<file path="config.mk">
export PLATFORM = sky130hd
export DESIGN_NAME = crosswalk_controller
export DESIGN_NICKNAME = d
export VERILOG_FILES = /design/src/rtl/crosswalk_controller.sv
export SDC_FILE = /design/constraint.sdc
export NUM_CORES = 1
export LEC_CHECK = 0
export CAP_MARGIN = 30
export CORE_ASPECT_RATIO = 1.25
export CORE_MARGIN = 5
export CORE_UTILIZATION = 30
export DETAILED_ROUTE_END_ITERATION = 8
export HOLD_SLACK_MARGIN = 0.08
export SETUP_SLACK_MARGIN = 0.15
export SKIP_CTS_REPAIR_TIMING = 1
export SLEW_MARGIN = 10
export SYNTH_ARGS = -nofsm -noshare
export SYNTH_HDL_FRONTEND = slang
export SYNTH_SLANG_ARGS = --single-unit
</file>
<file path="constraint.sdc">
create_clock -name clk -period 2.3 [get_ports clk]
set_clock_uncertainty 0.1 [all_clocks]
set_input_delay 0.69 -clock clk [delete_from_list [all_inputs] [get_ports clk]]
set_output_delay 0.69 -clock clk [all_outputs]
set_load 0.05 [all_outputs]
</file>
<file path="src/rtl/crosswalk_controller.sv">
// Six-phase NS/EW intersection sequencer with a shared phase countdown and latched pedestrian walk grants.
// Registered outputs; timing advances only on tick, reset is synchronous and active-high.
module crosswalk_controller #(
  parameter int GREEN_TIME   = 60,
  parameter int YELLOW_TIME  = 4,
  parameter int ALL_RED_TIME = 2
) (
  input  logic       clk,
  input  logic       reset,
  input  logic       tick,
  input  logic       ped_req_ns,
  input  logic       ped_req_ew,
  output logic [6:0] master_timer,
  output logic       walk_enable_ns,
  output logic       walk_enable_ew,
  output logic [2:0] ns_light,
  output logic [2:0] ew_light,
  output logic [2:0] phase
);

  typedef enum logic [2:0] {
    NS_GREEN  = 3'd0,
    NS_YELLOW = 3'd1,
    ALL_RED_A = 3'd2,
    EW_GREEN  = 3'd3,
    EW_YELLOW = 3'd4,
    ALL_RED_B = 3'd5
  } state_e;

  localparam logic [6:0] L_GREEN_M1  = 7'(GREEN_TIME) - 7'd1;
  localparam logic [6:0] L_YELLOW_M1 = 7'(YELLOW_TIME) - 7'd1;
  localparam logic [6:0] L_ALLRED_M1 = 7'(ALL_RED_TIME) - 7'd1;
  localparam logic [2:0] L_RED = 3'b100;
  localparam logic [2:0] L_YEL = 3'b010;
  localparam logic [2:0] L_GRN = 3'b001;

  logic [2:0] r_state;
  logic [6:0] r_timer;
  logic [2:0] r_ns_light;
  logic [2:0] r_ew_light;
  logic       r_pend_ns;
  logic       r_pend_ew;
  logic       r_serve_ns;
  logic       r_serve_ew;

  logic [2:0] w_next;
  logic [6:0] w_next_load;
  logic       w_illegal;
  logic       w_advance;
  logic       w_enter_ns;
  logic       w_enter_ew;
  logic       w_leave_ns;
  logic       w_leave_ew;

  always_comb begin
    w_next = ALL_RED_B;
    case (r_state)
      NS_GREEN:  w_next = NS_YELLOW;
      NS_YELLOW: w_next = ALL_RED_A;
      ALL_RED_A: w_next = EW_GREEN;
      EW_GREEN:  w_next = EW_YELLOW;
      EW_YELLOW: w_next = ALL_RED_B;
      ALL_RED_B: w_next = NS_GREEN;
      default:   w_next = ALL_RED_B;
    endcase
  end

  always_comb begin
    w_next_load = L_ALLRED_M1;
    case (w_next)
      NS_GREEN, EW_GREEN:   w_next_load = L_GREEN_M1;
      NS_YELLOW, EW_YELLOW: w_next_load = L_YELLOW_M1;
      default:              w_next_load = L_ALLRED_M1;
    endcase
  end

  assign w_illegal  = (r_state > ALL_RED_B);
  assign w_advance  = tick & (r_timer == 7'd0) & ~w_illegal;
  assign w_enter_ns = w_advance & (r_state == ALL_RED_B);
  assign w_enter_ew = w_advance & (r_state == ALL_RED_A);
  assign w_leave_ns = w_advance & (r_state == NS_GREEN);
  assign w_leave_ew = w_advance & (r_state == EW_GREEN);

  always_ff @(posedge clk) begin
    if (reset) begin
      r_state    <= ALL_RED_B;
      r_timer    <= L_ALLRED_M1;
      r_ns_light <= L_RED;
      r_ew_light <= L_RED;
      r_pend_ns  <= 1'b0;
      r_pend_ew  <= 1'b0;
      r_serve_ns <= 1'b0;
      r_serve_ew <= 1'b0;
    end else begin
      if (w_illegal) begin
        r_state    <= ALL_RED_B;
        r_timer    <= L_ALLRED_M1;
        r_ns_light <= L_RED;
        r_ew_light <= L_RED;
      end else if (w_advance) begin
        r_state    <= w_next;
        r_timer    <= w_next_load;
        r_ns_light <= (w_next == NS_GREEN)  ? L_GRN :
                      (w_next == NS_YELLOW) ? L_YEL : L_RED;
        r_ew_light <= (w_next == EW_GREEN)  ? L_GRN :
                      (w_next == EW_YELLOW) ? L_YEL : L_RED;
      end else if (tick) begin
        r_timer <= r_timer - 7'd1;
      end

      // A request while the direction is already walking is absorbed.
      if (w_enter_ns) begin
        r_serve_ns <= r_pend_ns | ped_req_ns;
        r_pend_ns  <= 1'b0;
      end else begin
        if (w_leave_ns || w_illegal) r_serve_ns <= 1'b0;
        if (ped_req_ns && !((r_state == NS_GREEN) && r_serve_ns)) r_pend_ns <= 1'b1;
      end

      if (w_enter_ew) begin
        r_serve_ew <= r_pend_ew | ped_req_ew;
        r_pend_ew  <= 1'b0;
      end else begin
        if (w_leave_ew || w_illegal) r_serve_ew <= 1'b0;
        if (ped_req_ew && !((r_state == EW_GREEN) && r_serve_ew)) r_pend_ew <= 1'b1;
      end
    end
  end

  assign phase          = r_state;
  assign master_timer   = r_timer;
  assign ns_light       = r_ns_light;
  assign ew_light       = r_ew_light;
  assign walk_enable_ns = r_serve_ns & (r_state == NS_GREEN);
  assign walk_enable_ew = r_serve_ew & (r_state == EW_GREEN);

endmodule

</file>
==> flow_results.org <==
** Flow run
- The tool flagged a number of max-cap violations equal to 0.

** Die
- Boundary Pins :: 23
- Number of standard-cell rows in the floorplan :: 22
- Die Span Y :: between 70 and 80 um
- The die is roughly 59 um wide.
- For this configuration, the core starts out at a cell density of 31.0%.
- Floorplan core area :: between 0.002 and 0.003 mm^2
- Die area :: between 0.004 and 0.005 mm^2

** Yosys
- Sequential cells were found to cover about 44% of the synthesized design area.
- Counting flops and latches in the post-synthesis netlist gives 20.
- By count the netlist is led by 20 x sky130_fd_sc_hd__dfxtp_1, 12 x sky130_fd_sc_hd__nand2_1, 9 x sky130_fd_sc_hd__a21oi_1, 7 x sky130_fd_sc_hd__nor2_1, 7 x sky130_fd_sc_hd__nor3_1.
- Synthesis produced a netlist whose cell count is around 110.
- Syn avg cell area :: 8.38 um^2
- Count of cell types in the netlist :: 33
- Leading post-synthesis cells by cell area :: sky130_fd_sc_hd__dfxtp_1 44%, sky130_fd_sc_hd__a21oi_1 5.0%, sky130_fd_sc_hd__nand2_1 5.0%
- For this run, the number of Yosys warnings is 0.
- Netlist area before placement :: just over 900 um^2
- Counting flops with an async set or reset pin after synthesis yields a share of 0%.
- The top cell type by area accounts for about 44% of the synthesized area.
- sky130_fd_sc_hd__dfxtp_1 is the most common cell in the netlist.
- Post-synth EDFFs :: 0
- Primary FF master, synth :: sky130_fd_sc_hd__dfxtp_1
- sky130_fd_sc_hd__dfxtp_1 takes more of the synthesized area than any other cell.
- Post-synthesis net count :: between 100 and 150

** Routing
- After detailed routing, the number of remaining DRC violations is 0.
- Overall routed net length :: approximately 2500 um
- In the final routed layout, each cell accounts on average for ~14 um.
- Across all layers, the routed design uses around 900 vias.
- Once detail routing completed, the nets flagged for antenna violations numbered 0.
- In the routed layout, each cell is associated on average with a via count of between 5 and 6.
- Violation count after the first detailed-route iteration :: 24
- The first detailed-routing pass took 6 iterations.

** Pwr
- Highest ir drop seen on vdd :: ~0.34 mV
- Power density normalized to cell area :: around 680 mW/mm^2
- The analysis attributes to cell leakage a power of around 0.62 nW.

** Clock network
- The tree built by TritonCTS fans out to 20 sinks.
- TritonCTS built the clock tree.
- Clock insertion delay at the later pin of the skew report :: just over 0.3 ns
- Inserted Clock Buffers :: 3
- Deepest level of the CTS H-tree :: 1
- Reg clk slew, reported paths :: around 0.12 ns
- Maximum buffer depth of the clock tree :: 2
- Root buffer selected by CTS :: sky130_fd_sc_hd__clkbuf_4

** Setup path
- Data arrives at the worst endpoint at about 1.3 ns.
- The critical path in this run is classified as register to primary output.
- Critical path data required time :: approximately 1.5 ns
- Capturing element type of the critical path :: primary output
- Of all nets on the critical path, the largest fanout is 15.
- STA classifies the critical path startpoint as a register.

** GRT
- Entering global routing, the biggest net connects 16 pins.
- For this run the aggregate overflow at the end of global routing stands at 0.
- First-pass GRT wire length :: approximately 4000 um
- The number of antenna violations at the first check in global routing was 0.
- GRT Overall Usage :: between 10% and 20%
- The via count of the first global-routing pass is a little under 900.

** Placement
- Once detailed placement completed, the half-perimeter wirelength came to approximately 1800 um.
- The congestion estimate from routability-driven global placement came to ~0.74.
- The count of buffers added on input and output ports is 22.
- Placed Cells :: between 150 and 200

** Timing
- Final count of negative-setup-slack endpoints :: 0
- The worst path uses approximately 90% of the clock period.
- Peak Freq :: between 0.4 and 0.5 GHz
- Measured against its own limit, the worst slew margin works out to about two thirds.
- The hold violation count in the final report came to 0.
- Tmin final :: ~2.1 ns
- Final Max Tran Viols :: 0
- Unrepaired setup endpoints after global routing :: no
- For the pin with the worst max-slew slack, the measured transition is between 0.5 and 0.6 ns.

** Layout
- From synthesis to final layout, the design area changed by 52.0%.
- Finished Layout Cells :: between 150 and 200
- Fillcell total :: 300
- Fraction of layout cells with a size suffix above 1 :: around 27%
- 0 antenna diodes ended up in the layout.
- Final core utilization :: 47.1%
- Multi-input gate area :: roughly 500 um^2
- Area taken by flip-flops and latches :: 412 um^2
- Nets :: 151

** Min path
- The tightest min-delay check is of the register to register type.

** Outcome
- Result of the run :: complete, no violations
-- sequential cells by signal, indices dropped and copies added (netlist names) --
register and flops:
master_timer 7, ew_light 3, ns_light 3, phase 3, r_pend_ew 1, r_pend_ns 1
r_serve_ew 1, r_serve_ns 1
-- cell families (layout without fill, tap and decap cells) --
family | Yosys count | in the layout | synth area share, %
compound gates | 31 | 31 | 21.6
xor+xnor | 5 | 5 | 4.84
fa+ha+maj | 1 | 1 | 1.38
buf+inv | 9 | 45 | 3.87
flops | 20 | 20 | 44.3
mux | 1 | 1 | 1.24
simple gates | 41 | 41 | 22.8
-- metal layers --
layer	share of wire [%]	wire [um]	GRT usage (%)	up-vias
li1	-	-	-	465
met5	0	0	0	-
met2	52	1270	20.1	29
met4	1.3	33	6.80	0
met3	5.3	131	0.541	2
met1	42	1020	15.2	430
-- where the power goes --
group | total (mW) | internal [mW] | leakage (nW) | switching, mW
combinational | 0.243 | 0.0987 | 0.426 | 0.144
sequential | 0.403 | 0.370 | 0.164 | 0.0326
clock | 0.290 | 0.176 | 0.0279 | 0.114
-- critical path: stages, from the launching register on --
cell and delay, ns:
sky130_fd_sc_hd__dfxtp_4 0.43, sky130_fd_sc_hd__nor4b_4 0.37, sky130_fd_sc_hd__buf_12 0.18
-- layout by cell type, fill, tap and decap left out, drive strengths merged, types with 2 or more instances in the layout --
| cell | n |
|---|---|
| o211ai | 3 |
| xor2 | 2 |
| clkdlybuf4s50 | 3 |
| o21ai | 5 |
| dfxtp | 20 |
| dlymetal6s2s | 8 |
| nand3 | 5 |
| nand2 | 12 |
| nor2 | 7 |
| or3 | 4 |
| xnor2 | 3 |
| buf | 26 |
| a21oi | 9 |
| o21bai | 2 |
| a31oi | 4 |
| clkbuf | 3 |
| nor3 | 7 |
| inv | 4 |
-- area by class of cell --
cell class,instances,share of cell area (%)
multi-input combinational,79,36.4
sequential,20,29.9
timing repair buffer,37,25.5
tap,36,3.28
clock inverter,1,2.18
clock buffer,3,1.64
inverter,4,1.09
-- stage by stage --
stage               area, um^2  setup TNS (ns)  setup slack (ns)  power, mW  hold WS [ns]
global placement          1260           -1.27            -0.284      0.643         0.344
finish                    1380               0             0.225      0.936         0.371
detailed placement        1260           -1.66            -0.295      0.647         0.355
global route              1380               0             0.166      0.981         0.412
CTS                       1320        -0.00178          -0.00178      0.940         0.372
floorplan                  931               0             0.211      0.560         0.363
-- worst paths after layout --
kind | startpoint | to | slack [ns] | depth (start not counted)
hold / removal | master_timer[6] | master_timer[6] | 0.37 | 2
setup reg to reg | master_timer[0] | r_serve_ns | 0.43 | 7
setup / recovery | phase[0] | walk_enable_ns | 0.22 | 2
hold reg to reg | master_timer[6] | master_timer[6] | 0.37 | 2
(Power assumes the default switching activity.)
